==> src/rtl/spi_master.sv <==
// SPI mode-0 master: streams bytes out on MOSI (MSB first) inside one SSEL-low frame
// and returns the byte captured on MISO for every byte sent.
module spi_master #(
  parameter int DIV      = 4,
  parameter int CS_SETUP = 4,
  parameter int CS_HOLD  = 4,
  parameter int LENW     = 16
) (
  input  logic            CLK,
  input  logic            RESET,
  input  logic            start,
  input  logic [LENW-1:0] len,
  output logic            busy,
  input  logic [7:0]      tx_data,
  input  logic            tx_valid,
  output logic            tx_ready,
  output logic [7:0]      rx_data,
  output logic            rx_valid,
  output logic            done,
  output logic            SCK,
  output logic            MOSI,
  input  logic            MISO,
  output logic            SSEL
);

  localparam int CW = 16;

  typedef enum logic [2:0] {
    S_IDLE, S_SETUP, S_LOAD, S_LOW, S_HIGH, S_HOLD, S_GUARD
  } state_t;

  state_t          r_state;
  state_t          w_state_next;
  logic [CW-1:0]   r_cnt;
  logic [CW-1:0]   w_limit;
  logic            w_cnt_last;
  logic [LENW-1:0] r_remain;
  logic [6:0]      r_tx_sh;
  logic [7:0]      r_rx_sh;
  logic [2:0]      r_bit;
  logic            r_sck;
  logic            r_mosi;
  logic            r_ssel;
  logic [7:0]      r_rx_data;
  logic            r_rx_valid;
  logic            r_done;

  // One shared dwell counter; its terminal count depends on which timed state is active.
  always_comb begin
    w_limit = CW'(DIV);
    case (r_state)
      S_SETUP:         w_limit = CW'(CS_SETUP);
      S_HOLD, S_GUARD: w_limit = CW'(CS_HOLD);
      default:         w_limit = CW'(DIV);
    endcase
    w_cnt_last = (r_cnt == w_limit - CW'(1));
  end

  always_comb begin
    w_state_next = r_state;
    case (r_state)
      S_IDLE:  if (start && (len != '0)) w_state_next = S_SETUP;
      S_SETUP: if (w_cnt_last) w_state_next = S_LOAD;
      S_LOAD:  if (tx_valid) w_state_next = S_LOW;
      S_LOW:   if (w_cnt_last) w_state_next = S_HIGH;
      S_HIGH: begin
        if (w_cnt_last) begin
          if (r_bit != 3'd7)       w_state_next = S_LOW;
          else if (r_remain != '0) w_state_next = S_LOAD;
          else                     w_state_next = S_HOLD;
        end
      end
      S_HOLD:  if (w_cnt_last) w_state_next = S_GUARD;
      S_GUARD: if (w_cnt_last) w_state_next = S_IDLE;
      default: w_state_next = S_IDLE;
    endcase
  end

  always_ff @(posedge CLK or negedge RESET) begin
    if (!RESET) begin
      r_state    <= S_IDLE;
      r_cnt      <= '0;
      r_remain   <= '0;
      r_tx_sh    <= '0;
      r_rx_sh    <= '0;
      r_bit      <= '0;
      r_sck      <= 1'b0;
      r_mosi     <= 1'b0;
      r_ssel     <= 1'b1;
      r_rx_data  <= '0;
      r_rx_valid <= 1'b0;
      r_done     <= 1'b0;
    end else begin
      r_state    <= w_state_next;
      r_cnt      <= (w_state_next != r_state) ? '0 : r_cnt + CW'(1);
      r_rx_valid <= 1'b0;
      r_done     <= 1'b0;
      case (r_state)
        S_IDLE: begin
          if (start && (len != '0)) begin
            r_remain <= len;
            r_ssel   <= 1'b0;
          end
        end
        S_LOAD: begin
          if (tx_valid) begin
            r_tx_sh  <= tx_data[6:0];
            r_mosi   <= tx_data[7];
            r_bit    <= '0;
            r_remain <= r_remain - LENW'(1);
          end
        end
        S_LOW: begin
          if (w_cnt_last) begin
            r_sck   <= 1'b1;
            r_rx_sh <= {r_rx_sh[6:0], MISO};
          end
        end
        S_HIGH: begin
          if (w_cnt_last) begin
            r_sck <= 1'b0;
            if (r_bit == 3'd7) begin
              r_mosi     <= 1'b0;
              r_rx_data  <= r_rx_sh;
              r_rx_valid <= 1'b1;
            end else begin
              // Next bit goes out on the falling edge so MOSI is stable across the rise.
              r_mosi  <= r_tx_sh[6];
              r_tx_sh <= {r_tx_sh[5:0], 1'b0};
              r_bit   <= r_bit + 3'd1;
            end
          end
        end
        S_HOLD:  if (w_cnt_last) r_ssel <= 1'b1;
        S_GUARD: if (w_cnt_last) r_done <= 1'b1;
        default: ;
      endcase
    end
  end

  assign busy     = (r_state != S_IDLE);
  assign tx_ready = (r_state == S_LOAD);
  assign rx_data  = r_rx_data;
  assign rx_valid = r_rx_valid;
  assign done     = r_done;
  assign SCK      = r_sck;
  assign MOSI     = r_mosi;
  assign SSEL     = r_ssel;

endmodule

==> config.mk <==
export PLATFORM = sky130hd
export DESIGN_NAME = spi_master
export DESIGN_NICKNAME = d
export VERILOG_FILES = /design/src/rtl/spi_master.sv
export SDC_FILE = /design/constraint.sdc
export NUM_CORES = 1
export LEC_CHECK = 0
export ABC_AREA = 0
export CAP_MARGIN = 10
export CORE_UTILIZATION = 25
export DETAILED_ROUTE_END_ITERATION = 10
export GPL_TIMING_DRIVEN = 0
export PLACE_DENSITY = 0.46
export SLEW_MARGIN = 20
export SYNTH_ARGS = -nofsm -noshare
export SYNTH_HDL_FRONTEND = slang
export SYNTH_SLANG_ARGS = --single-unit
==> constraint.sdc <==
create_clock -name CLK -period 2.25 [get_ports CLK]
set_input_delay 0.5625 -clock CLK [delete_from_list [all_inputs] [get_ports CLK]]
set_output_delay 0.5625 -clock CLK [all_outputs]
set_load 0.01 [all_outputs]
== Yosys cells after proc, flatten, opt, wreduce, memory -nomap -nowiden ==
Index checks and enable logic that the tools add are counted.

* Word-level logic and storage cells: 83
* Input port bits: 29
* Output and inout port bits: 15
* Register bits after elaboration: 66

* Equality and inequality tests: 16
* Reductions and logical operators: 16
* Add/subtract/negate cells: 3
* Muxes and demuxes: 36

{| class="wikitable"
|+ Operator list
! cell !! number
|-
| 16-bit 2-to-1 mux || 3
|-
| 3-bit 2-to-1 mux || 12
|-
| 16-bit case mux with 2 select lines || 1
|-
| 16-bit nonzero test || 2
|-
| 7-bit 2-to-1 mux || 3
|-
| 3-bit case mux with 7 select lines || 1
|-
| 16-bit by 1-bit adder with 16-bit output, second input constant || 1
|-
| 16-bit by 2-bit == test with 1-bit output, second input constant || 1
|-
| 16-bit by 1-bit subtractor with 16-bit output, second input constant || 1
|-
| 3-bit AND reduction || 5
|-
| 7-bit case mux with 2 select lines || 1
|-
| 3-bit == test, second input constant || 4
|-
| 2-bit inequality test, second input constant || 6
|-
| 1-bit 2-to-1 mux || 11
|-
| 2-bit nonzero test || 4
|-
| 3-bit by 2-bit == test with 1-bit output, second input constant || 2
|-
| 1-bit case mux with 2 select lines || 3
|-
| 3-bit case mux with 2 select lines || 1
|-
| 4-bit AND reduction || 1
|-
| 3-bit by 1-bit adder with 3-bit output, second input constant || 1
|-
| 3-bit by 1-bit == test with 1-bit output, second input constant || 1
|-
| 3-bit zero test || 1
|-
| 3-bit inequality test || 1
|-
| 3-bit inequality test, second input constant || 1
|-
| 3 further kinds || 3
|}

== Depth between registers and ports, before layout ==
Gate-level depths: netlist (run 1).

* Depth in word-level cells: 7
* Gate-level depth with buffers: 9

== Worst setup path before layout (run 1) ==
No wires, ideal clock.

* Kind: register to register
* From: reg r_remain[0]
* To: reg r_cnt[10]
* Cell stages (with the launch flop): 9
* Buffers on the path: 1
* Data arrival time: 1755 ps
* Setup slack: 372 ps
* Setup time: 123 ps
* Path through: dfrtp_1 -> inv_1 -> ha_1 -> nor4b_1 -> a41o_1 -> nand4_1 -> o211ai_4 -> buf_12 -> nor2_4

* Longest elaborated chain between the ends: 7

{| class="wikitable"
|+ Ends and longest elaborated chain
! what !! line !! text
|-
| start, declared || 37 || <nowiki>logic [LENW-1:0] r_remain;</nowiki>
|-
| start signal, assigned || 101 || <nowiki>r_remain <= len;</nowiki>
|-
| start signal, assigned || 110 || <nowiki>r_remain <= r_remain - LENW'(1);</nowiki>
|-
| 16-bit nonzero test || 69 || <nowiki>else if (r_remain != '0) w_state_next = S_LOAD;</nowiki>
|-
| 3-bit 2-to-1 mux || 69 ||
|-
| 3-bit 2-to-1 mux || 68 || <nowiki>if (r_bit != 3'd7) w_state_next = S_LOW;</nowiki>
|-
| 3-bit 2-to-1 mux || 67 || <nowiki>if (w_cnt_last) begin</nowiki>
|-
| 3-bit case mux with 7 select lines || 61 || <nowiki>case (r_state)</nowiki>
|-
| 3-bit inequality test || 95 || <nowiki>r_cnt <= (w_state_next != r_state) ? '0 : r_cnt + CW'(1);</nowiki>
|-
| 16-bit 2-to-1 mux || 95 ||
|-
| end signal, assigned || 95 ||
|-
| end, declared || 34 || <nowiki>logic [CW-1:0] r_cnt;</nowiki>
|}

No other way between the ends.
A chain may end at the register's enable or synchronous reset.

== Worst setup path in the final report (run 1) ==
* From: reg r_state[0]
* To: out busy

* Longest elaborated chain between the ends: 1

{| class="wikitable"
|+ Ends and longest elaborated chain
! what !! line !! text
|-
| start, declared || 32 || <nowiki>state_t r_state;</nowiki>
|-
| start signal, assigned || 94 || <nowiki>r_state <= w_state_next;</nowiki>
|-
| 3-bit nonzero test || 141 || <nowiki>assign busy = (r_state != S_IDLE);</nowiki>
|-
| end, declared || 13 || <nowiki>output logic busy,</nowiki>
|}

No other way between the ends.

==> results.sh, run 1 <==
export IMPL_status="finished, final reports clean"
export IMPL_startpoint_type="flip-flop"
export IMPL_yosys_top_cells_area="dfrtp_1 (45%), nor2_1 (3.9%), mux2_4 (3.3%)"
export IMPL_place_congestion=0.791
export IMPL_grt_pass1_vias=2849
export IMPL_skew_ns=0.00675
export IMPL_whs_ns=0.170
export IMPL_htreeDepth=3
export IMPL_dpl_hpwl_mm=6.29
export IMPL_crit_required_ns=1.69
export IMPL_finalCritPeriodShare_pct=97.0
export IMPL_antennaDiodeCount=0
export IMPL_portBuffers=43
export IMPL_fp_coreArea_um2=14000
export IMPL_postSynthAreaPerCell_um2=10.3
export IMPL_drt_vias_per_instance=4.78
export IMPL_finalSetupViolCount=0
export IMPL_power_density_nw_per_um2=1170
export IMPL_multi_input_area_um2=1870
export IMPL_num_nets_final=448
export IMPL_grt_pass1_wl_mm=14.7
export IMPL_io_pins=44
export IMPL_register_area_um2=1650
export IMPL_insertion_delay_ns=0.34
export IMPL_clock_sinks=66
export IMPL_synth_nets=386
export IMPL_syn_to_final_growth_pct=31.3
export IMPL_final_cells=599
export IMPL_fmax_mhz=458
export IMPL_fill_cells=1446
export IMPL_cts_made_buffers=9
export IMPL_drv_cap=0
export IMPL_yosys_area_top_type="dfrtp_1"
export IMPL_worstMarginPinSlew_ns=0.514
export IMPL_seq_area_frac_synth_pct=45.5
export IMPL_path_class="flip-flop to output pin"
export IMPL_start_util_pct=25.9
export IMPL_netlist_instances=352
export IMPL_drc_errors=0
export IMPL_ys_types=63
export IMPL_maxSlewViolCount=0
export IMPL_antenna_found_initial=0
export IMPL_die_w_um=123
export IMPL_antenna_left=0
export IMPL_grt_total_usage_pct=13.1
export IMPL_synth_enable_flop_cells=0
export IMPL_synth_area_um2=3630
export IMPL_synth_top_area_share_pct=44.8
export IMPL_drive_above_1_share_pct=22.2
export IMPL_wire_per_inst_um=14.9
export IMPL_root_buffer="clkbuf_16"
export IMPL_worstPathArrival_ns=1.62
export IMPL_ir_worst_vdd_mv=0.477
export IMPL_cts_tree="done"
export IMPL_synth_async_reset_ratio_pct=100
export IMPL_finalCriticalPeriod_ns=2.18
export IMPL_cp_max_fo=10
export IMPL_dieArea_um2=15000
export IMPL_synth_warnings=0
export IMPL_hold_violations=0
export IMPL_clk_pin_slew_ns=0.05
export IMPL_fp_row_count=43
export IMPL_synthFlopType="dfrtp_1"
export IMPL_drtIter0Drc=99
export IMPL_dr_pass1_iters=4
export IMPL_min_path_type="input pin to asynchronous set/reset pin"
export IMPL_dr_total_vias=2865
export IMPL_clk_path_buf_depth=2
export IMPL_gr_total_overflow=0
export IMPL_slew_headroom_pct=65.5
export IMPL_power_total_mw=5.60
export IMPL_die_h_um=123
export IMPL_wl_mm=8.91
export IMPL_dp_cells=576
export IMPL_end_kind="output pin"
export IMPL_final_cell_area_um2=4770
export IMPL_leakagePower_nw=2.00
export IMPL_ys_ff_latch=66
export IMPL_grt_start_max_net_pins=35
export IMPL_placed_area_um2=4310
## cells by family after synthesis
group | count (synthesis) | share of synthesized area [%]
compound gates | 72 | 13.6
xor+xnor | 13 | 3.13
flops | 66 | 45.5
mux | 21 | 7.20
simple gates | 144 | 24.1
fa+ha+maj | 5 | 1.72
buf+inv | 31 | 4.75
## layout make-up
cell class,instances,share of cell area [%]
Multi-Input combinational cell,255,39.1
Sequential cell,66,34.7
Timing Repair Buffer,52,10.7
Clock buffer,10,5.01
Tap cell,180,4.72
Buffer,16,2.75
Clock inverter,6,1.89
Inverter,14,1.15
## final timing paths
check	end	cells after the start	from	slack (ns)
hold reg to reg	r_cnt[0]	1	r_cnt[0]	0.49
hold / removal	r_tx_sh[0]	1	RESET	0.17
setup / recovery	busy	4	r_state[0]	0.07
setup reg to reg	r_cnt[8]	8	r_remain[0]	0.16
max in group asynchronous	r_state[2]	2	RESET	1.53
min in group CLK	r_cnt[0]	1	r_cnt[0]	0.49
## metrics by stage
stage / util, % / TNS (ns) / setup slack [ns]
5_1_grt: 34.0 / -0.0519 / -0.0128
4_1_cts: 33.6 / -0.0279 / -0.0279
2_1_floorplan: - / 0 / 0.372
3_3_place_gp: 30.5 / -138.24 / -1.83
3_5_place_dp: 30.7 / -18.16 / -0.837
6_report: 34.0 / 0 / 0.0686
## flip-flops by register name, summed over array words and instances, names as in the netlist, 3 cells and up
| name | flops |
|---|---|
| r_rx_sh | 8 |
| r_state | 3 |
| r_tx_sh | 7 |
| rx_data | 8 |
| r_cnt | 16 |
| r_remain | 16 |
| r_bit | 3 |
## layer usage
layer | track usage (%) | wire (um) | part of all wire, %
met2 | 19.4 | 4090 | 46
met4 | 7.47 | 175 | 2.0
met5 | 0 | 0 | 0
met3 | 3.53 | 330 | 3.7
met1 | 17.0 | 4310 | 48
## power breakdown
part / internal [mW] / switching (mW)
combinational: 0.982 / 1.25
sequential: 1.52 / 0.306
clock: 0.999 / 0.550
total: 3.50 / 2.10
## layout by cell type, fill, tap and decap left out, drive strengths merged, types with 2 or more instances in the layout
| cell type | synthesis | final |
|---|---|---|
| dfrtp | 65 | 65 |
| nor2 | 50 | 50 |
| clkdlybuf4s50 | 0 | 41 |
| nand2 | 31 | 31 |
| buf | 12 | 20 |
| o21ai | 20 | 20 |
| a21oi | 17 | 17 |
| mux2 | 17 | 17 |
| clkbuf | 5 | 16 |
| inv | 14 | 14 |
| nand3 | 14 | 14 |
| nor4 | 10 | 10 |
| a31oi | 9 | 9 |
| nand4 | 9 | 9 |
| xor2 | 8 | 8 |
| nor3 | 8 | 8 |
| xnor2 | 5 | 5 |
| ha | 5 | 5 |
| a22oi | 5 | 5 |
| and4 | 4 | 4 |
| and2 | 4 | 4 |
| mux2i | 4 | 4 |
| o22a | 4 | 4 |
| clkinvlp | 0 | 4 |
| nor4b | 4 | 4 |
| and3 | 3 | 3 |
| a221oi | 3 | 3 |
| a41o | 2 | 2 |
| or3 | 2 | 2 |
| or4 | 2 | 2 |
| bufinv | 0 | 2 |
## synthesized netlist by cell type, types with 3 or more instances
master and count:
dfrtp_1 65, mux2i_1 4, xnor2_1 5, and3_1 3, a31oi_1 9, and4_1 4, nor2_4 7, nor3_1 7
a22oi_1 4, buf_4 3, nor2_1 38, and2_1 4, ha_1 5, o21ai_1 11, o21ai_0 9, nand2_1 31
nor2_2 4, mux2_4 8, nand4_1 8, xor2_1 8, nand3_1 12, nor4_1 6, mux2_2 8, inv_1 14
buf_6 3, o22a_1 4, a21oi_1 15, clkbuf_1 5, buf_2 5
## repair_timing
| action | CTS | global route |
|---|---|---|
| buffers inserted | 4 | 4 |
| endpoints found under the setup margin | 26 | 23 |
| hold buffers | 0 | 0 |
| resized for setup | 16 | 8 |
| pin swaps | 2 | 1 |
## worst max-delay path, cell delays in order (launching register included)
cell and delay, ns:
dfrtp_1 0.37, buf_4 0.19, nor3_4 0.19, inv_1 0.06, clkdlybuf4s50_1 0.47
Power figures use the tool's default switching activity.
==> run 2, diff against run 1 <==
- CORE_MARGIN: default -> 2
==> run 2 against run 1 <==
Flip-flop and latch count unchanged. Critical path depth rose by 1. Routed wire length rose by 2.3%. Combinational power up 5%. Count of clock-buffer cells in the layout stayed put. Utilization decreased by 0.43 points. Via count rose by 0.66%. Final cell count increased by 0.83%. Sequential power about the same. Sequential share of layout area decreased by 0.35 points. Total power down 1.3%. Clock power decreased by 13%. Largest power group unchanged.
==> results.sh, run 2 (synthesis results as in run 1) <==
export IMPL_drt_vias_per_instance=4.77
export IMPL_reg_top3="r_cnt (16), r_remain (16)"
export IMPL_power_total_mw=5.53
export IMPL_min_path_type="input pin to asynchronous set/reset pin"
export IMPL_path_cells="buf_6 > or3b_4 > inv_6 > buf_8 > clkdlybuf4s15_2"
export IMPL_r2r_cells=8
export IMPL_skew_ns=0.00607
export IMPL_dr_pass1_iters=4
export IMPL_whs_ns=0.159
export IMPL_crit_required_ns=1.69
export IMPL_grt_pass1_vias=2905
export IMPL_die_w_um=125
export IMPL_grt_start_max_net_pins=38
export IMPL_cts_tree="done"
export IMPL_finalSetupViolCount=0
export IMPL_place_congestion=0.815
export IMPL_insertion_delay_ns=0.34
export IMPL_worstPathArrival_ns=1.59
export IMPL_worstMarginPinSlew_ns=0.532
export IMPL_final_cell_area_um2=4820
export IMPL_num_nets_final=449
export IMPL_drive_above_1_share_pct=22.9
export IMPL_wire_per_inst_um=15.1
export IMPL_antennaDiodeCount=0
export IMPL_ir_worst_vdd_mv=0.372
export IMPL_grt_pass1_wl_mm=15.3
export IMPL_root_buffer="clkbuf_16"
export IMPL_dieArea_um2=15500
export IMPL_clock_sinks=66
export IMPL_final_cell_mix="dfrtp_1 (64), nor2_1 (38), nand2_1 (31), clkdlybuf4s50_1 (31), a21oi_1 (15)"
export IMPL_gr_total_overflow=0
export IMPL_status="finished, final reports clean"
export IMPL_die_h_um=125
export IMPL_drc_errors=0
export IMPL_htreeDepth=3
export IMPL_drv_cap=0
export IMPL_drtIter0Drc=155
export IMPL_io_pins=44
export IMPL_portBuffers=43
export IMPL_start_util_pct=25.3
export IMPL_cts_made_buffers=9
export IMPL_dpl_hpwl_mm=6.32
export IMPL_power_density_nw_per_um2=1150
export IMPL_fp_coreArea_um2=14400
export IMPL_final_util_pct=33.5
export IMPL_end_kind="output pin"
export IMPL_max_stage_delay_ns=0.41
export IMPL_leakagePower_nw=2.10
export IMPL_antenna_left=0
export IMPL_final_cells=604
export IMPL_path_class="flip-flop to output pin"
export IMPL_placed_area_um2=4310
export IMPL_fin_setup_tns_ns=0
export IMPL_finalCriticalPeriod_ns=2.15
export IMPL_pre_cts_ws_ns=-0.775
export IMPL_dr_total_vias=2884
export IMPL_cp_max_fo=4
export IMPL_fmax_mhz=464
export IMPL_wl_mm=9.11
export IMPL_finalCritPeriodShare_pct=95.7
export IMPL_cts_hold_buf=0
export IMPL_syn_to_final_growth_pct=32.7
export IMPL_grt_total_usage_pct=12.3
export IMPL_maxSlewViolCount=0
export IMPL_slowest_stage="or3b_4"
export IMPL_dp_cells=580
export IMPL_layout_setup_ws_ns=0.0957
export IMPL_antenna_found_initial=0
export IMPL_clk_pin_slew_ns=0.06
export IMPL_hold_violations=0
export IMPL_startpoint_type="flip-flop"
export IMPL_slew_headroom_pct=64.5
export IMPL_fp_row_count=44
export IMPL_final_common_cell="dfrtp_1"
export IMPL_clk_path_buf_depth=2
[run 2: changes by cell type in the layout (fill, tap and decap cells not counted), moves of 2 or more]
cell / delta
bufinv_16: -2
clkdlybuf4s50_1: -10
clkinv_4: +3
clkinvlp_4: -2
dlymetal6s2s_1: +10
inv_6: +2
nor4_1: -2
nor4_4: +2
[run 2: path summary, 6_finish.rpt]
path                            start    endpoint  slack (ns)
min reg2reg                  r_cnt[0]    r_cnt[0]        0.48
min in group CLK             r_cnt[0]    r_cnt[0]        0.48
max reg2reg                  r_cnt[0]   r_cnt[13]         0.1
min                             RESET  r_tx_sh[4]        0.16
max                        r_state[1]    tx_ready         0.1
max in group asynchronous       RESET  r_state[2]        1.54
[run 2: routing by layer]
layer,vias to the layer above,track usage (%),share of wire (%)
met1,1411,17.5,50
met5,-,0,0
li1,1404,-,-
met4,0,5.42,1.6
met2,57,17.1,44
met3,12,3.57,4.5
[run 2: final cells by class]
class,count,area (um2)
plain buffers,16,133
clock buffers,10,239
clock inverters,6,50.0
fillers,1483,9550
inverters,14,57.6
multi-input cells,255,1900
flip-flops and latches,66,1650
well taps,184,230
repair buffers,53,559
[run 2: worst max-delay path, delay by kind of cell, from the launching register on]
family / cells / cell delay (ns)
buffers and inverters: 4 / 0.51
AND/OR/NAND/NOR: 1 / 0.41
flip-flops: 1 / 0.34
[run 2: power by group]
group | leakage, nW | switching, mW | internal (mW) | total, mW
clock | 0.135 | 0.566 | 0.784 | 1.35
sequential | 0.844 | 0.311 | 1.52 | 1.83
combinational | 1.12 | 1.28 | 1.07 | 2.35
[run 2: what timing repair did]
| item | 4_1_cts | 5_1_grt |
|---|---|---|
| setup endpoints to repair | 25 | 31 |
| cloned | 0 | 1 |
| setup buffers | 4 | 4 |
| gates resized for setup | 19 | 20 |
| pin swaps | 1 | 7 |
| endpoints found under the hold margin | 0 | 0 |
==> run 3, diff against run 2 <==
- CAP_MARGIN: 10 -> 0
==> results of run 3 <==
Final layout, timing and power as in run 2 (identical DEF).
==> patch 1: new RTL, flow settings as in run 1 <==
Reset style: synchronous (`RESET`), changed in one clocked block.
--- a/src/rtl/spi_master.sv
+++ b/src/rtl/spi_master.sv
@@ -76,7 +76,7 @@
     endcase
   end
 
-  always_ff @(posedge CLK or negedge RESET) begin
+  always_ff @(posedge CLK) begin
     if (!RESET) begin
       r_state    <= S_IDLE;
       r_cnt      <= '0;
Behaviour: differs if RESET is asserted again (counterexample within 4 cycles, from zero or initial values and one cycle with RESET low); with RESET held inactive, the same outputs for 10 cycles.
==> patch 1 against run 1 <==
- critical path depth shrank 1
- die area shrank 8.2%
- routed wire length grew 4.9%
- final area shrank 9.0%
- setup slack gained 57 ps
- sequential share of layout area shrank 4.2 points
- area after synthesis shrank 8.3%
- sequential cell count is the same
- critical path type unchanged
- critical endpoint is now tx_ready
Power is not compared: it rests on default switching activity, and its combinational part moved more than twofold at a synthesized area within 25%.
==> patch 1: results (changes against run 1) <==
* Maximum clock frequency at 471 MHz (+2.7%)
* YS warnings at 0 (unchanged)
* FILL cells at 1351 (-6.6%)
* Gr usage total at 14.3% (+1.2 points)
* HPWL after DPL at 6.69 mm (+6.4%)
* Clock Skew at 5.23 ps (-1.53 ps)
* Commonest cells in the netlist: 66 x dfxtp_1, 51 x nor2_1, 38 x nand2_1
* DR pass1 iterations at 4 (unchanged)
* CTS sink cnt at 66 (unchanged)
* Hold_buf cts at 0 (unchanged)
* Routed wl met2 at 4.26 mm (+4.2%)
* CTS Root Cell: clkbuf_16
* # nets final at 481 (+7.4%)
* Seq pwr share at 42.3%
* Reg2reg path depth at 6 (-2)
* DP Cell Count at 604 (+4.9%)
* Worst hold start: r_cnt[0]
* Tightest Hold Check Type: reg2reg
* Inserted Diodes at 0 (unchanged)
* Crit Reg-Reg Startpoint: r_cnt[3]
* Largest regs: r_cnt: 16 flops, r_remain: 16 flops
* Synth Area in Compound Gates at 16.4% (+2.9 points)
* Worst hold slack at 448 ps (+278 ps)
* Routed WL per cell at 15.0 um (+0.68%)
* Via density at 4.84 (+1.3%)
* Number of global-route vias before repair at 2993 (+5.1%)
* GRT met3 Usage at 4.52% (+0.99 points)
* Met3 wire length at 566 um (+72%)
* Status: completed
* Max Root-Sink Buffers at 2 (unchanged)
* Syn_nets at 423 (+9.6%)
* Cells after Synth at 389 (+11%)
* Worst endpoint data arrival time at 1560 ps (-60 ps)
* Initial antenna violation count at 0 (unchanged)
* DR iter-0 viols at 225 (+130%)
* Crit path max fanout at 17 (+7)
* Worst Hold Depth at 1
* Met1 usage at 18.8% (+1.8 points)
* Post-route insts no fill at 624 (+4.2%)
* Post-Synth Adder-Cell Area at 1.88% (+0.16 points)
* First-pass GRT wire length at 15.6 mm (+5.7%)
* R2r setup slk at 190 ps (+30 ps)
* WL met1 at 4.40 mm (+2.0%)
* Share of layout cells above drive strength 1 at 11.7% (-10 points)
* Placer congestion estimate at 0.840 (+6.2%)
* Area contributors post-synth: dfxtp_1 40%, nor2_1 5.7%, a21oi_1 5.0%, mux2i_1 4.5%, nand2_1 4.3%
* Port Buffers at 43 (unchanged)
* Mux cell area share after synthesis at 4.51% (-2.7 points)
* Rel. slew slack at 52.3% (-13 points)
* Async S/R FF share, synth at 0% (-100 points)
* Pre-CTS setup slack at -267 ps (+571 ps)
* Placed inst area at 3980 um^2 (-7.7%)
* Seq/Total Area, Yosys at 39.7% (-5.8 points)
* Worst r2r dst: rx_data[0]
* Synth cell types at 53 (-16%)
* Met2 GRT Util at 22.3% (+3.0 points)
* XOR/XNOR share of the synthesized area at 3.95% (+0.81 points)
* Pin count of the biggest net entering global routing at 18 (-49%)
-- patch 1: changes by cell type after synthesis, sizes merged, moves of 7 or more --
cell,run 1,this run
dfxtp,0,66
dfrtp,65,0
a21oi,17,34
mux2,17,0
mux2i,4,15
nand3,14,23
o21ai,20,11
a31oi,9,2
nand2,31,38
-- patch 1: what timing repair did --
| action | 4_1_cts | 5_1_grt |
|---|---|---|
| gates resized for setup | 5 | 4 |
| endpoints found under the setup margin | 4 | 43 |
| pin swaps | 0 | 2 |
| buffers inserted | 1 | 4 |
-- patch 1: power by group through the flow --
stage | Combinational (mW) | Sequential (mW) | Clock (mW)
2_1_floorplan | 0.201 | 1.25 | 0
4_1_cts | 0.336 | 1.23 | 1.38
6_report | 0.339 | 1.23 | 1.34
3_5_place_dp | 0.333 | 1.26 | 0
3_3_place_gp | 0.334 | 1.26 | 0
5_1_grt | 0.375 | 1.24 | 1.45
-- patch 1: worst max-delay path: stages, from the launching register on --
cell,delay (ps)
dfxtp_2,390
or3b_4,460
clkinv_8,110
dlygate4sd2_1,270
-- patch 1: worst max-delay path by stage --
stage,startpoint,end,depth (start not counted)
final,r_state[1],tx_ready,3
after global routing,r_cnt[3],rx_data[0],6
after CTS,r_cnt[0],r_tx_sh[6],7
after detailed placement,len[8],r_cnt[10],6
after global placement,len[8],r_cnt[2],6
after floorplan,r_cnt[0],rx_data[0],7
-- patch 1: final cells by class --
type	instances	area [um^2]	share of cell area, %
Inverter	11	53.8	1.24
Timing Repair Buffer	48	467	10.7
Clock inverter	7	62.6	1.44
Multi-Input combinational cell	290	1860	42.8
Buffer	21	136	3.14
Tap cell	172	215	4.96
Sequential cell	66	1320	30.5
Clock buffer	9	225	5.19
==> patch 2: new RTL, flow settings as in run 1 <==
Without the edit above. Set the parameter `LENW` to 32 (it was 16).
--- a/src/rtl/spi_master.sv
+++ b/src/rtl/spi_master.sv
@@ -4,7 +4,7 @@
   parameter int DIV      = 4,
   parameter int CS_SETUP = 4,
   parameter int CS_HOLD  = 4,
-  parameter int LENW     = 16
+  parameter int LENW     = 32
 ) (
   input  logic            CLK,
   input  logic            RESET,
Interface: changed (resized len); port bits go from 44 to 60. The function was not compared with the original's and may differ.
==> patch 2 against run 1 <==
- final area is 30% higher
- synthesized cell count rose by 36%
- clock power is 3% higher
- critical path depth grew 2
- global-route usage increased by 3.6 points
- total power rose by 23%
- critical path type is now reg2reg
- critical endpoint is now r_remain[31]
- sequential cell count is 16 higher
- setup slack got worse by 14 ps
- area after synthesis grew 25%
- routed wire length is 69% higher
- core utilization rose by 1.3 points
- non-clock buffer count increased by 38
==> patch 2: results (changes against run 1) <==
* Routed WL per cell at 18.9 um (+27%)
* Rel. slew slack at 52.4% (-13 points)
* Async S/R FF share, synth at 100% (unchanged)
* Synth cell types at 69 (+9.5%)
* Initial antenna violation count at 0 (unchanged)
* YS warnings at 0 (unchanged)
* Routed Antenna Nets at 0 (unchanged)
* HPWL after DPL at 9.95 mm (+58%)
* # nets final at 616 (+38%)
* Number of global-route vias before repair at 4160 (+46%)
* Clock Skew at 6.65 ps (-0.0989 ps)
* Tightest Hold Check Type: in2async
* Max Slew Vio Count at 0 (unchanged)
* H-tree depth at 3 (unchanged)
* Crit path max fanout at 10 (unchanged)
* Clock slew at reported path FFs at around 60 ps
* Placed inst area at 5440 um^2 (+26%)
* Syn_nets at 530 (+37%)
* Status: completed
* Inserted Diodes at 0 (unchanged)
* Leak at 2.63 nW (+31%)
* Crit-path leading delay family: simple AND/OR/NAND/NOR gates
* First-pass GRT wire length at 23.3 mm (+58%)
* Gr usage total at 16.6% (+3.6 points)
* Port Buffers at 59 (+37%)
* Area contributors post-synth: dfrtp_1 45%, nor2_1 5.1%, mux2_2 4.2%, o22a_1 3.3%, nand2_1 3.0%
* Max Root-Sink Buffers at 2 (unchanged)
* Pin count of the biggest net entering global routing at 44 (+26%)
* Worst endpoint data arrival time at 2420 ps (+800 ps)
* Reg2reg path depth at 6 (-2)
* Largest regs: r_remain: 32 flops, r_cnt: 16 flops
* Switch share at 39.1% (+1.5 points)
* Clk_lat worst skew at 350 ps
* VDD IR max at 0.545 mV (+14%)
* DR iter-0 viols at 424 (+330%)
* Slowest-stage cell, CP: nor4_4
* Seq/Total Area, Yosys at 45.2% (-0.32 points)
* Commonest cells in the netlist: 81 x dfrtp_1, 62 x nor2_1, 36 x nand2_1
* DR pass1 iterations at 5 (+1)
* Share of layout cells above drive strength 1 at 18.6% (-3.6 points)
* DR vias at 4288 (+50%)
* Placer congestion estimate at 0.841 (+6.4%)
* Total CTS buffers at 9 (unchanged)
* CTS Root Cell: clkbuf_16
* Critical path's largest stage delay at 450 ps (-20 ps)
==> patch 2: changes by cell type after synthesis, sizes merged, moves of 5 or more <==
cell    change
o21ai      -10
a21oi       +8
a31oi      +13
o22a       +13
and3        +5
nor4        +9
buf         +6
dfrtp      +16
nand2       +7
o211ai      +7
nor2       +14
clkbuf      +9
==> patch 2: layer usage <==
layer	global-route usage (%)	wire, um	vias up
li1	-	-	1976
met1	21.9	6670	2108
met2	25.7	6820	180
met3	4.44	1200	24
met4	6.84	346	0
met5	0	0	-
==> patch 2: repair_timing <==
| item | 4_1_cts | 5_1_grt |
|---|---|---|
| gates resized for setup | 57 | 42 |
| pin swaps | 10 | 15 |
| endpoints found under the setup margin | 81 | 66 |
| cloned | 0 | 1 |
| buffers inserted | 9 | 7 |
==> patch 2: cell type report <==
cell class	count	area (um^2)
Fill cell	1803	11300
Buffer	30	221
Multi-Input combinational cell	356	2480
Timing Repair Buffer	76	796
Inverter	11	46.3
Clock buffer	10	229
Clock inverter	5	80.1
Sequential cell	82	2050
Tap cell	225	282
==> patch 2: worst paths after layout <==
check                           slack [ps]         start           end
worst max-delay path                    50  r_remain[13]  r_remain[31]
worst min-delay path                   200         RESET  r_remain[23]
worst max register to register          50  r_remain[13]  r_remain[31]
worst min register to register         490          SSEL          SSEL
max in group asynchronous             1370         RESET          SSEL
min in group CLK                       490          SSEL          SSEL
==> patch 2: stage by stage <==
| step | hold WS (ps) | setup slack (ps) | std cells | power (mW) | setup TNS, ps |
|---|---|---|---|---|---|
| 3_5_place_dp | 486 | -1020 | 765 | 4.87 | -43400 |
| 4_1_cts | 224 | 1.55 | 787 | 6.71 | 0 |
| 6_report | 198 | 54.8 | 795 | 6.88 | 0 |
| 5_1_grt | 251 | -88.9 | 795 | 7.31 | -1270 |
| 3_3_place_gp | 476 | -2550 | 764 | 4.84 | -253130 |
| 2_1_floorplan | 267 | 221 | 480 | 4.00 | 0 |
==> patch 2: cells by family (layout without fill, tap and decap cells) <==
| family | Yosys count | count (layout) | synth area share [%] |
|---|---|---|---|
| simple gates | 194 | 194 | 22.1 |
| compound gates | 124 | 125 | 20.0 |
| flops | 82 | 82 | 45.2 |
| buf+inv | 43 | 132 | 4.24 |
| mux | 18 | 18 | 4.43 |
| xor+xnor | 14 | 14 | 2.70 |
| fa+ha+maj | 5 | 5 | 1.38 |
==> patch 2: power by group through the flow <==
stage / clock network [mW] / registers [mW] / logic [mW]
3_5_place_dp: 0 / 2.44 / 2.43
4_1_cts: 1.63 / 2.44 / 2.64
2_1_floorplan: 0 / 2.33 / 1.67
6_report: 1.59 / 2.49 / 2.80
3_3_place_gp: 0 / 2.43 / 2.40
5_1_grt: 1.69 / 2.56 / 3.06
